<file path="config.mk">
export PLATFORM = sky130hd
export DESIGN_NAME = mpc_mac_pipe_flat
export DESIGN_NICKNAME = d
export VERILOG_FILES = /design/src/rtl/mpc_mac_pipe_if.sv /design/src/rtl/mpc_mac_pipe.sv /design/src/flat_wrapper.sv
export SDC_FILE = /design/constraint.sdc
export NUM_CORES = 1
export LEC_CHECK = 0
export BUFFER_PORTS_ARGS = -buffer_cell sky130_fd_sc_hd__buf_2
export CORE_ASPECT_RATIO = 1.25
export CORE_MARGIN = 10
export CORE_UTILIZATION = 65
export DETAILED_ROUTE_END_ITERATION = 12
export GPL_TIMING_DRIVEN = 0
export PLACE_DENSITY = 0.83
export RECOVER_POWER = 100
export SYNTH_ARGS = -nofsm -noshare
export SYNTH_HDL_FRONTEND = slang
export SYNTH_SLANG_ARGS = --single-unit
</file>
<file path="constraint.sdc">
create_clock -name clk -period 13.2 [get_ports clk]
set_input_delay 3.3 -clock clk [delete_from_list [all_inputs] [get_ports clk]]
set_output_delay 3.3 -clock clk [all_outputs]
set_load 0.005 [all_outputs]
</file>
<file path="src/rtl/mpc_mac_pipe_if.sv">
// Handshake/data bundle for mpc_mac_pipe: beat inputs, control and the rescaled result.
interface mpc_mac_pipe_if #(
  parameter int A_W   = 21,
  parameter int B_W   = 10,
  parameter int OUT_W = 31
);
  logic                    ce;
  logic                    in_valid;
  logic signed [A_W-1:0]   a;
  logic signed [B_W-1:0]   b;
  logic                    mode;
  logic                    acc_first;
  logic                    acc_last;
  logic                    ovf_clr;
  logic                    out_valid;
  logic signed [OUT_W-1:0] q;
  logic                    sat;
  logic                    ovf_sticky;

  modport master (
    output ce, in_valid, a, b, mode, acc_first, acc_last, ovf_clr,
    input  out_valid, q, sat, ovf_sticky
  );

  modport slave (
    input  ce, in_valid, a, b, mode, acc_first, acc_last, ovf_clr,
    output out_valid, q, sat, ovf_sticky
  );
endinterface

</file>
<file path="src/rtl/mpc_mac_pipe.sv">
// Pipelined signed multiply / multiply-accumulate with round-half-up rescale and saturation.
// Accumulator and output registers load on the same edge, giving IN_STAGES+MUL_STAGES+1 latency.
module mpc_mac_pipe #(
  parameter int A_W        = 21,
  parameter int B_W        = 10,
  parameter int ACC_W      = 40,
  parameter int OUT_W      = 31,
  parameter int SHIFT      = 0,
  parameter int IN_STAGES  = 1,
  parameter int MUL_STAGES = 2
) (
  input  logic          clk,
  input  logic          rst,
  mpc_mac_pipe_if.slave bus
);
  localparam int P_W = A_W + B_W;
  localparam int R_W = ACC_W + 1;
  localparam logic signed [ACC_W-1:0] ACC_MAX = {1'b0, {(ACC_W-1){1'b1}}};
  localparam logic signed [ACC_W-1:0] ACC_MIN = {1'b1, {(ACC_W-1){1'b0}}};
  localparam logic signed [R_W-1:0]   Q_MAX   = {{(R_W-OUT_W+1){1'b0}}, {(OUT_W-1){1'b1}}};
  localparam logic signed [R_W-1:0]   Q_MIN   = {{(R_W-OUT_W+1){1'b1}}, {(OUT_W-1){1'b0}}};
  localparam logic signed [R_W-1:0]   RND     =
    (SHIFT == 0) ? '0 : R_W'(1) << ((SHIFT == 0) ? 0 : SHIFT - 1);

  // control bundle: {valid, mode, first, last}
  logic signed [A_W-1:0] a_q      [IN_STAGES];
  logic signed [B_W-1:0] b_q      [IN_STAGES];
  logic [3:0]            in_ctl_q [IN_STAGES];
  logic signed [P_W-1:0] prod_q   [MUL_STAGES];
  logic [3:0]            mul_ctl_q[MUL_STAGES];

  logic signed [P_W-1:0]   mul_a, mul_b, prod_d;
  logic signed [ACC_W-1:0] acc_q, acc_d, acc_next, prod_ext;
  logic                    sum_ovf_q, sum_ovf_d, sum_ovf_next;
  logic signed [R_W-1:0]   sum, rnd_sum, r;
  logic                    m_valid, m_mode, m_first, m_last, load, emit;
  logic                    out_valid_q, sat_q, sat_d, ovf_sticky_q, ovf_sticky_d;
  logic signed [OUT_W-1:0] q_q, q_d;

  always_ff @(posedge clk or posedge rst) begin
    if (rst) begin
      for (int unsigned i = 0; i < IN_STAGES; i++) begin
        a_q[i]      <= '0;
        b_q[i]      <= '0;
        in_ctl_q[i] <= '0;
      end
    end else if (bus.ce) begin
      a_q[0]      <= bus.a;
      b_q[0]      <= bus.b;
      in_ctl_q[0] <= {bus.in_valid, bus.mode, bus.acc_first, bus.acc_last};
      for (int unsigned i = 1; i < IN_STAGES; i++) begin
        a_q[i]      <= a_q[i-1];
        b_q[i]      <= b_q[i-1];
        in_ctl_q[i] <= in_ctl_q[i-1];
      end
    end
  end

  always_comb begin
    mul_a  = P_W'(a_q[IN_STAGES-1]);
    mul_b  = P_W'(b_q[IN_STAGES-1]);
    prod_d = mul_a * mul_b;
  end

  always_ff @(posedge clk or posedge rst) begin
    if (rst) begin
      for (int unsigned i = 0; i < MUL_STAGES; i++) begin
        prod_q[i]    <= '0;
        mul_ctl_q[i] <= '0;
      end
    end else if (bus.ce) begin
      prod_q[0]    <= prod_d;
      mul_ctl_q[0] <= in_ctl_q[IN_STAGES-1];
      for (int unsigned i = 1; i < MUL_STAGES; i++) begin
        prod_q[i]    <= prod_q[i-1];
        mul_ctl_q[i] <= mul_ctl_q[i-1];
      end
    end
  end

  always_comb begin
    {m_valid, m_mode, m_first, m_last} = mul_ctl_q[MUL_STAGES-1];
    prod_ext = ACC_W'(prod_q[MUL_STAGES-1]);
    sum      = R_W'(acc_q) + R_W'(prod_ext);
    load     = ~m_mode | m_first;
    emit     = m_valid & (~m_mode | m_last);
    acc_next     = sum[ACC_W-1:0];
    sum_ovf_next = sum_ovf_q;
    if (load) begin
      acc_next     = prod_ext;
      sum_ovf_next = 1'b0;
    end else if (sum[R_W-1] ^ sum[R_W-2]) begin
      acc_next     = sum[R_W-1] ? ACC_MIN : ACC_MAX;
      sum_ovf_next = 1'b1;
    end
    acc_d     = m_valid ? acc_next : acc_q;
    sum_ovf_d = m_valid ? sum_ovf_next : sum_ovf_q;
  end

  // Rounding add is done one bit wider than the accumulator so it cannot wrap.
  always_comb begin
    rnd_sum = R_W'(acc_next) + RND;
    r       = rnd_sum >>> SHIFT;
    q_d     = r[OUT_W-1:0];
    sat_d   = sum_ovf_next;
    if (r > Q_MAX) begin
      q_d   = Q_MAX[OUT_W-1:0];
      sat_d = 1'b1;
    end else if (r < Q_MIN) begin
      q_d   = Q_MIN[OUT_W-1:0];
      sat_d = 1'b1;
    end
  end

  always_ff @(posedge clk or posedge rst) begin
    if (rst) begin
      acc_q       <= '0;
      sum_ovf_q   <= 1'b0;
      out_valid_q <= 1'b0;
      q_q         <= '0;
      sat_q       <= 1'b0;
    end else if (bus.ce) begin
      acc_q       <= acc_d;
      sum_ovf_q   <= sum_ovf_d;
      out_valid_q <= emit;
      if (emit) begin
        q_q   <= q_d;
        sat_q <= sat_d;
      end
    end
  end

  // Sticky flag runs independently of ce; a set coinciding with clear wins.
  always_comb ovf_sticky_d = (out_valid_q & sat_q) | (ovf_sticky_q & ~bus.ovf_clr);

  always_ff @(posedge clk or posedge rst) begin
    if (rst) ovf_sticky_q <= 1'b0;
    else     ovf_sticky_q <= ovf_sticky_d;
  end

  always_comb begin
    bus.out_valid  = out_valid_q;
    bus.q          = q_q;
    bus.sat        = sat_q;
    bus.ovf_sticky = ovf_sticky_q;
  end
endmodule

</file>
<file path="src/flat_wrapper.sv">
// flat-port wrapper written by rule: the top's interface ports become plain ports
module mpc_mac_pipe_flat 
#(
  parameter int A_W        = 21,
  parameter int B_W        = 10,
  parameter int ACC_W      = 40,
  parameter int OUT_W      = 31,
  parameter int SHIFT      = 0,
  parameter int IN_STAGES  = 1,
  parameter int MUL_STAGES = 2
)
  (clk, rst, bus_ce, bus_in_valid, bus_a, bus_b, bus_mode, bus_acc_first, bus_acc_last, bus_ovf_clr, bus_out_valid, bus_q, bus_sat, bus_ovf_sticky);
  mpc_mac_pipe_if #(.A_W(A_W), .B_W(B_W), .OUT_W(OUT_W)) bus_i ();
  input  logic clk;
  input  logic rst;
  input wire logic [$bits(bus_i.ce)-1:0] bus_ce;
  input wire logic [$bits(bus_i.in_valid)-1:0] bus_in_valid;
  input wire logic [$bits(bus_i.a)-1:0] bus_a;
  input wire logic [$bits(bus_i.b)-1:0] bus_b;
  input wire logic [$bits(bus_i.mode)-1:0] bus_mode;
  input wire logic [$bits(bus_i.acc_first)-1:0] bus_acc_first;
  input wire logic [$bits(bus_i.acc_last)-1:0] bus_acc_last;
  input wire logic [$bits(bus_i.ovf_clr)-1:0] bus_ovf_clr;
  output wire logic [$bits(bus_i.out_valid)-1:0] bus_out_valid;
  output wire logic [$bits(bus_i.q)-1:0] bus_q;
  output wire logic [$bits(bus_i.sat)-1:0] bus_sat;
  output wire logic [$bits(bus_i.ovf_sticky)-1:0] bus_ovf_sticky;
  assign bus_i.ce = bus_ce;
  assign bus_i.in_valid = bus_in_valid;
  assign bus_i.a = bus_a;
  assign bus_i.b = bus_b;
  assign bus_i.mode = bus_mode;
  assign bus_i.acc_first = bus_acc_first;
  assign bus_i.acc_last = bus_acc_last;
  assign bus_i.ovf_clr = bus_ovf_clr;
  assign bus_out_valid = bus_i.out_valid;
  assign bus_q = bus_i.q;
  assign bus_sat = bus_i.sat;
  assign bus_ovf_sticky = bus_i.ovf_sticky;
  mpc_mac_pipe #(.A_W(A_W), .B_W(B_W), .ACC_W(ACC_W), .OUT_W(OUT_W), .SHIFT(SHIFT), .IN_STAGES(IN_STAGES), .MUL_STAGES(MUL_STAGES)) u_core (.clk(clk), .rst(rst), .bus(bus_i));
endmodule
</file>
# ---- Word level (Yosys, flattened, before mapping)
# Cells that the tools add are included.
dict set report totals {
  reg_bits 180
  input_bits 39
  wordCells 37
}
dict set report op_classes {
  n_addsub 1
  n_mul 1
  order_cmp 2
  muxes 9
  bitwise 9
  reduce_logical 2
}
# operator n
set op_table {}
lappend op_table {{$mux W40} 3}
lappend op_table {{$mux W31} 2}
lappend op_table {{$add A40 B31 Y41} 1}
lappend op_table {{$gt A40 B31 Y1 const B} 1}
lappend op_table {{$lt A40 B31 Y1 const B} 1}
lappend op_table {{$mul A21 B10 Y31} 1}
lappend op_table {{$mux W1} 4}
lappend op_table {{$reduce_and A2 Y1} 2}
lappend op_table {{$and A1 B1 Y1} 3}
lappend op_table {{$or A1 B1 Y1} 3}
lappend op_table {{$not A1 Y1} 2}
lappend op_table {{$xor A1 B1 Y1} 1}

# ---- Logic depth before layout (Yosys ltp)
dict set report logic_depth {
  word_depth 7
  ltp_mapped 24
  ltp_nobuf 23
}

# ---- Worst setup path after synthesis
# OpenSTA, ideal clock, no wires.
dict set report synth_timing {
  kind {register to register}
  start {register u_core.b_q[9] in the netlist's numbering}
  end {register u_core.prod_q[60] in the netlist's numbering}
  arrival_ps 5965
  t_required_ps 13105
  setup_slack_ps 7139
  stages_incl_launch_ff 22
  path_buffers 1
  cell_sequence {dfrtp_1 clkbuf_1 nor2b_1 fa_1 fa_1 fa_1 fa_1 inv_1 fa_1 inv_1 ha_1 a21o_1 a21oi_1 o21ai_0 or3_1 o221a_2 o21ba_2 a211o_1 a31o_2 o21a_1 o21a_1 o31ai_1}
}
dict set report synth_via {
  elab_chain_len 1
}
# element line
set synth_lines {}
lappend synth_lines {{from (decl)} mpc_mac_pipe.sv:27} ;# logic signed [B_W-1:0] b_q [IN_STAGES];
lappend synth_lines {{from (signal, indexed assignment)} mpc_mac_pipe.sv:53} ;# b_q[i] <= b_q[i-1];
lappend synth_lines {{$mul A21 B10 Y31} mpc_mac_pipe.sv:62} ;# prod_d = mul_a * mul_b;
lappend synth_lines {{to (signal, indexed assignment)} mpc_mac_pipe.sv:75} ;# prod_q[i] <= prod_q[i-1];
lappend synth_lines {{to (decl)} mpc_mac_pipe.sv:29} ;# logic signed [P_W-1:0] prod_q [MUL_STAGES];
# Every way passes these cells.
# A chain may end at the register's enable or synchronous reset.

# ---- Final worst setup path
dict set report layout_timing {
  start {register u_core.b_q[9] in the netlist's numbering}
  end {register u_core.prod_q[61] in the netlist's numbering}
}
# The elaborated chain is that of the path after synthesis.

==> impl_results.md <==
* Crit share post-route at 52.0%
* Async SR Flop Fraction at 100%
* Post-synthesis cell type count at 85
* Most frequent cell on the critical path: fa_1
* Final Hold Viols at 0
* Total number of vias at 13757
* Routability cong. at 0.991
* CP required at 13530 ps
* DR WL/cell at 19.9 um
* Hold_buf cts at 0
* Ant. Diodes at 0
* Hold Slack at 489 ps
* Setup WS pre-CTS at 6340 ps
* Drt pass-1 iters at 5
* Area growth syn-to-layout at 6.96%
* Final Skew at 12.1 ps
* HPWL Detailed at 36400 um
* All-Layer GR Usage at 26.8%
* RSZ-0062 raised after global routing: no
* Fin util at 70.5%
* Post-synthesis cell count at 1828
* Initial antenna violation count at 0
* Synth Register Bits at 180
* Synthesized area per cell at 9.64 um^2
* Syn_nets at 2158
* Die height at 204 um
* Cell Area, Synth at 17600 um^2
* Clk slew on worst S/H paths at 70 ps
* Fin crit period at 6860 ps
* Max Cap Viol at 1
* Worst Setup Start Kind: flip-flop
* Worst hold path type: reg2reg
* Crit. End Element: flip-flop
* CP max FO at 10
* ANT nets after route at 0
* Post-synthesis simple-gate area fraction at 13.1%
* Die X at 167 um
* Vias in the first global route at 14527
* Clk sink count at 180
* Status: finished, violations left
* Seq. cell area at 4500 um^2
* CTS Root Cell: clkbuf_16
* First-pass GRT wire length at 74500 um
* Sequential-to-total area share from yosys stat at 25.6%
* H-tree depth at 4
* Via/cell ratio at 6.04
* Number of synthesized flops with an enable pin at 0
* Fmax at 146 MHz
* Core Area at 26700 um^2
* CTS Buffer Depth at 2
* Synth warn at 0
* Headroom to the max-slew limit at -149%
* Main synth FF type: dfrtp_1
* Rows at 67
* CTS tree: done
* GRT overflow at 0
* Slew @ Worst Pin at 3720 ps
* Main combinational cell family by area after synthesis: adder cells
* Drt drc at 0
* Adder-Cell Fraction of Synth Area at 29.0%
* Final wirelength at 45300 um
* Multi-input combinational cell area at 11700 um^2
* Nets@finish at 2250
* Critical Path Slowest Stage Cell: dfrtp_1
* Largest net degree at the start of global routing at 103
* Max incr delay on CP at 590 ps
* Crit Path Class: reg2reg
* Crit-path cells: clkbuf_1, nor2b_1, fa_1, fa_1, fa_1, fa_1, inv_1, fa_1, inv_1, ha_1, and4_1, nand3_1, or3b_2, a31oi_1, a21oi_1, a21oi_1, a211o_1, o31ai_1, xnor2_1, mux2_2
* Die area at 34100 um^2
* Starting Density at 65.9%
* Post-synthesis compound-gate area fraction at 15.3%
* Post-CTS setup buffers at 0
* Max-slew violation count at 79
* Layout cell share with drive strength beyond 1 at 12.4%
* Initial DRC Count at 1021
* Violated checks: max-capacitance violations, max-slew violations
* Inserted Clock Buffers at 17
* Worst Setup Slack, final at 6340 ps
* Worst-skew pair later-pin latency at 450 ps
* Final setup fails at 0
* Post-route setup TNS at 0 ps
* Filler Cells Inserted at 2100
* XOR/XNOR Fraction of Synth Area at 3.23%
* I/O pin count at 73
* Crit path arrival time at 7200 ps
* IO Port Bufs at 72
* Mux contribution to synthesized area at 6.26%
* CTS resizes at 0
==> area by class of cell <==
class / instances / area share, %
clock inverters: 11 / 0.618
flip-flops and latches: 180 / 23.9
well taps: 345 / 2.29
repair buffers: 73 / 1.87
clock buffers: 21 / 2.44
plain buffers: 102 / 2.28
inverters: 232 / 4.63
multi-input cells: 1314 / 62.0
==> critical path: cells and delay by family (launching register included) <==
kind / cells / cell delay, ps
buffers and inverters: 3 / 580
XOR/XNOR: 1 / 130
multiplexers: 1 / 260
AND/OR/NAND/NOR: 4 / 1130
AO/OA/AOI/OAI: 5 / 1120
adder cells (fa/ha/maj): 6 / 2940
flip-flops: 1 / 590
==> Yosys cell counts, drive strengths merged (8+ instances only) <==
library cell,number,area (um^2)
o32ai,29,475
buf,24,154
clkbuf,78,293
inv,232,871
ha,111,1390
xor2,21,184
or3,8,50.1
nand3,17,85.1
o21bai,8,67.6
o31ai,9,72.6
nor2,79,299
nand2b,14,87.6
o21a,11,83.8
fa,180,3600
o211ai,9,67.6
nand4,8,56.3
a21oi,97,504
nand2,203,762
nor2b,23,144
o21ai,111,567
maj3,12,120
nor3,17,111
and2,81,507
mux2,98,1100
o22ai,8,81.3
a211oi,14,115
dfrtp,180,4500
a21o,24,180
xnor2,44,385
==> worst paths after layout <==
path / start / end / slack, ps / cells after the start
worst max-delay path: u_core.b_q[9] / u_core.prod_q[61] / 6340 / 20
worst min-delay path: u_core.acc_q[0] / u_core.acc_q[0] / 490 / 2
worst max register to register: u_core.b_q[9] / u_core.prod_q[61] / 6340 / 20
worst min register to register: u_core.acc_q[0] / u_core.acc_q[0] / 490 / 2
max in group asynchronous: rst / u_core.acc_q[2] / 7590 / 2
min in group asynchronous: rst / u_core.bus.q[29] / 3960 / 2
==> metrics by stage <==
step	cells	instance area, um^2
detailed placement	2246	18400
global placement	2245	18400
global route	2278	18800
CTS	2278	19000
finish	2278	18800
floorplan	1828	17600
==> registers in the layout (all words and copies together) (netlist names) <==
| register | flops |
|---|---|
| u_core.bus.ovf_sticky | 1 |
| u_core.bus.q | 31 |
| u_core.bus.out_valid | 1 |
| u_core.in_ctl_q | 4 |
| u_core.m_mode | 1 |
| u_core.sum_ovf_q | 1 |
| u_core.m_first | 1 |
| u_core.b_q | 10 |
| u_core.a_q | 21 |
| u_core.m_valid | 1 |
| u_core.prod_q | 31 |
| u_core.prod_ext | 31 |
| u_core.mul_ctl_q | 4 |
| u_core.m_last | 1 |
| u_core.bus.sat | 1 |
| u_core.acc_q | 40 |
==> per-layer routing <==
metal,up-vias,part of all wire (%),GRT usage (%)
li1,6273,-,-
met1,6839,38,30.0
met2,495,51,48.3
met3,150,5.0,3.87
met4,0,5.6,14.8
met5,-,0,0
==> kinds of logic after synthesis <==
| group | count (synthesis) |
|---|---|
| XOR/XNOR | 65 |
| buffers and inverters | 334 |
| AO/OA/AOI/OAI | 372 |
| AND/OR/NAND/NOR | 476 |
| adder cells (fa/ha/maj) | 303 |
| multiplexers | 98 |
| flip-flops | 180 |
==> cell usage in the layout, fill, tap and decap left out, types with 7 or more instances in the layout <==
cell type / count
nand4_1: 7
inv_1: 231
dfrtp_1: 180
o21ai_0: 106
or3_1: 8
nor2_1: 79
nand3_1: 17
o211ai_1: 9
clkbuf_1: 113
nand2_1: 203
a211oi_1: 12
mux2_2: 98
xnor2_1: 44
xor2_1: 21
o32ai_1: 12
nor2b_1: 23
clkbuf_16: 17
a21oi_1: 92
and2_1: 80
buf_2: 52
o21a_1: 10
maj3_1: 12
o31ai_1: 8
o32ai_2: 17
fa_1: 180
ha_1: 111
a21o_1: 24
nor3_1: 15
nand2b_1: 14
Power is left out: the tool's default activity adds up to more than one toggle a clock period on the data nets, which glitch-free logic cannot reach.
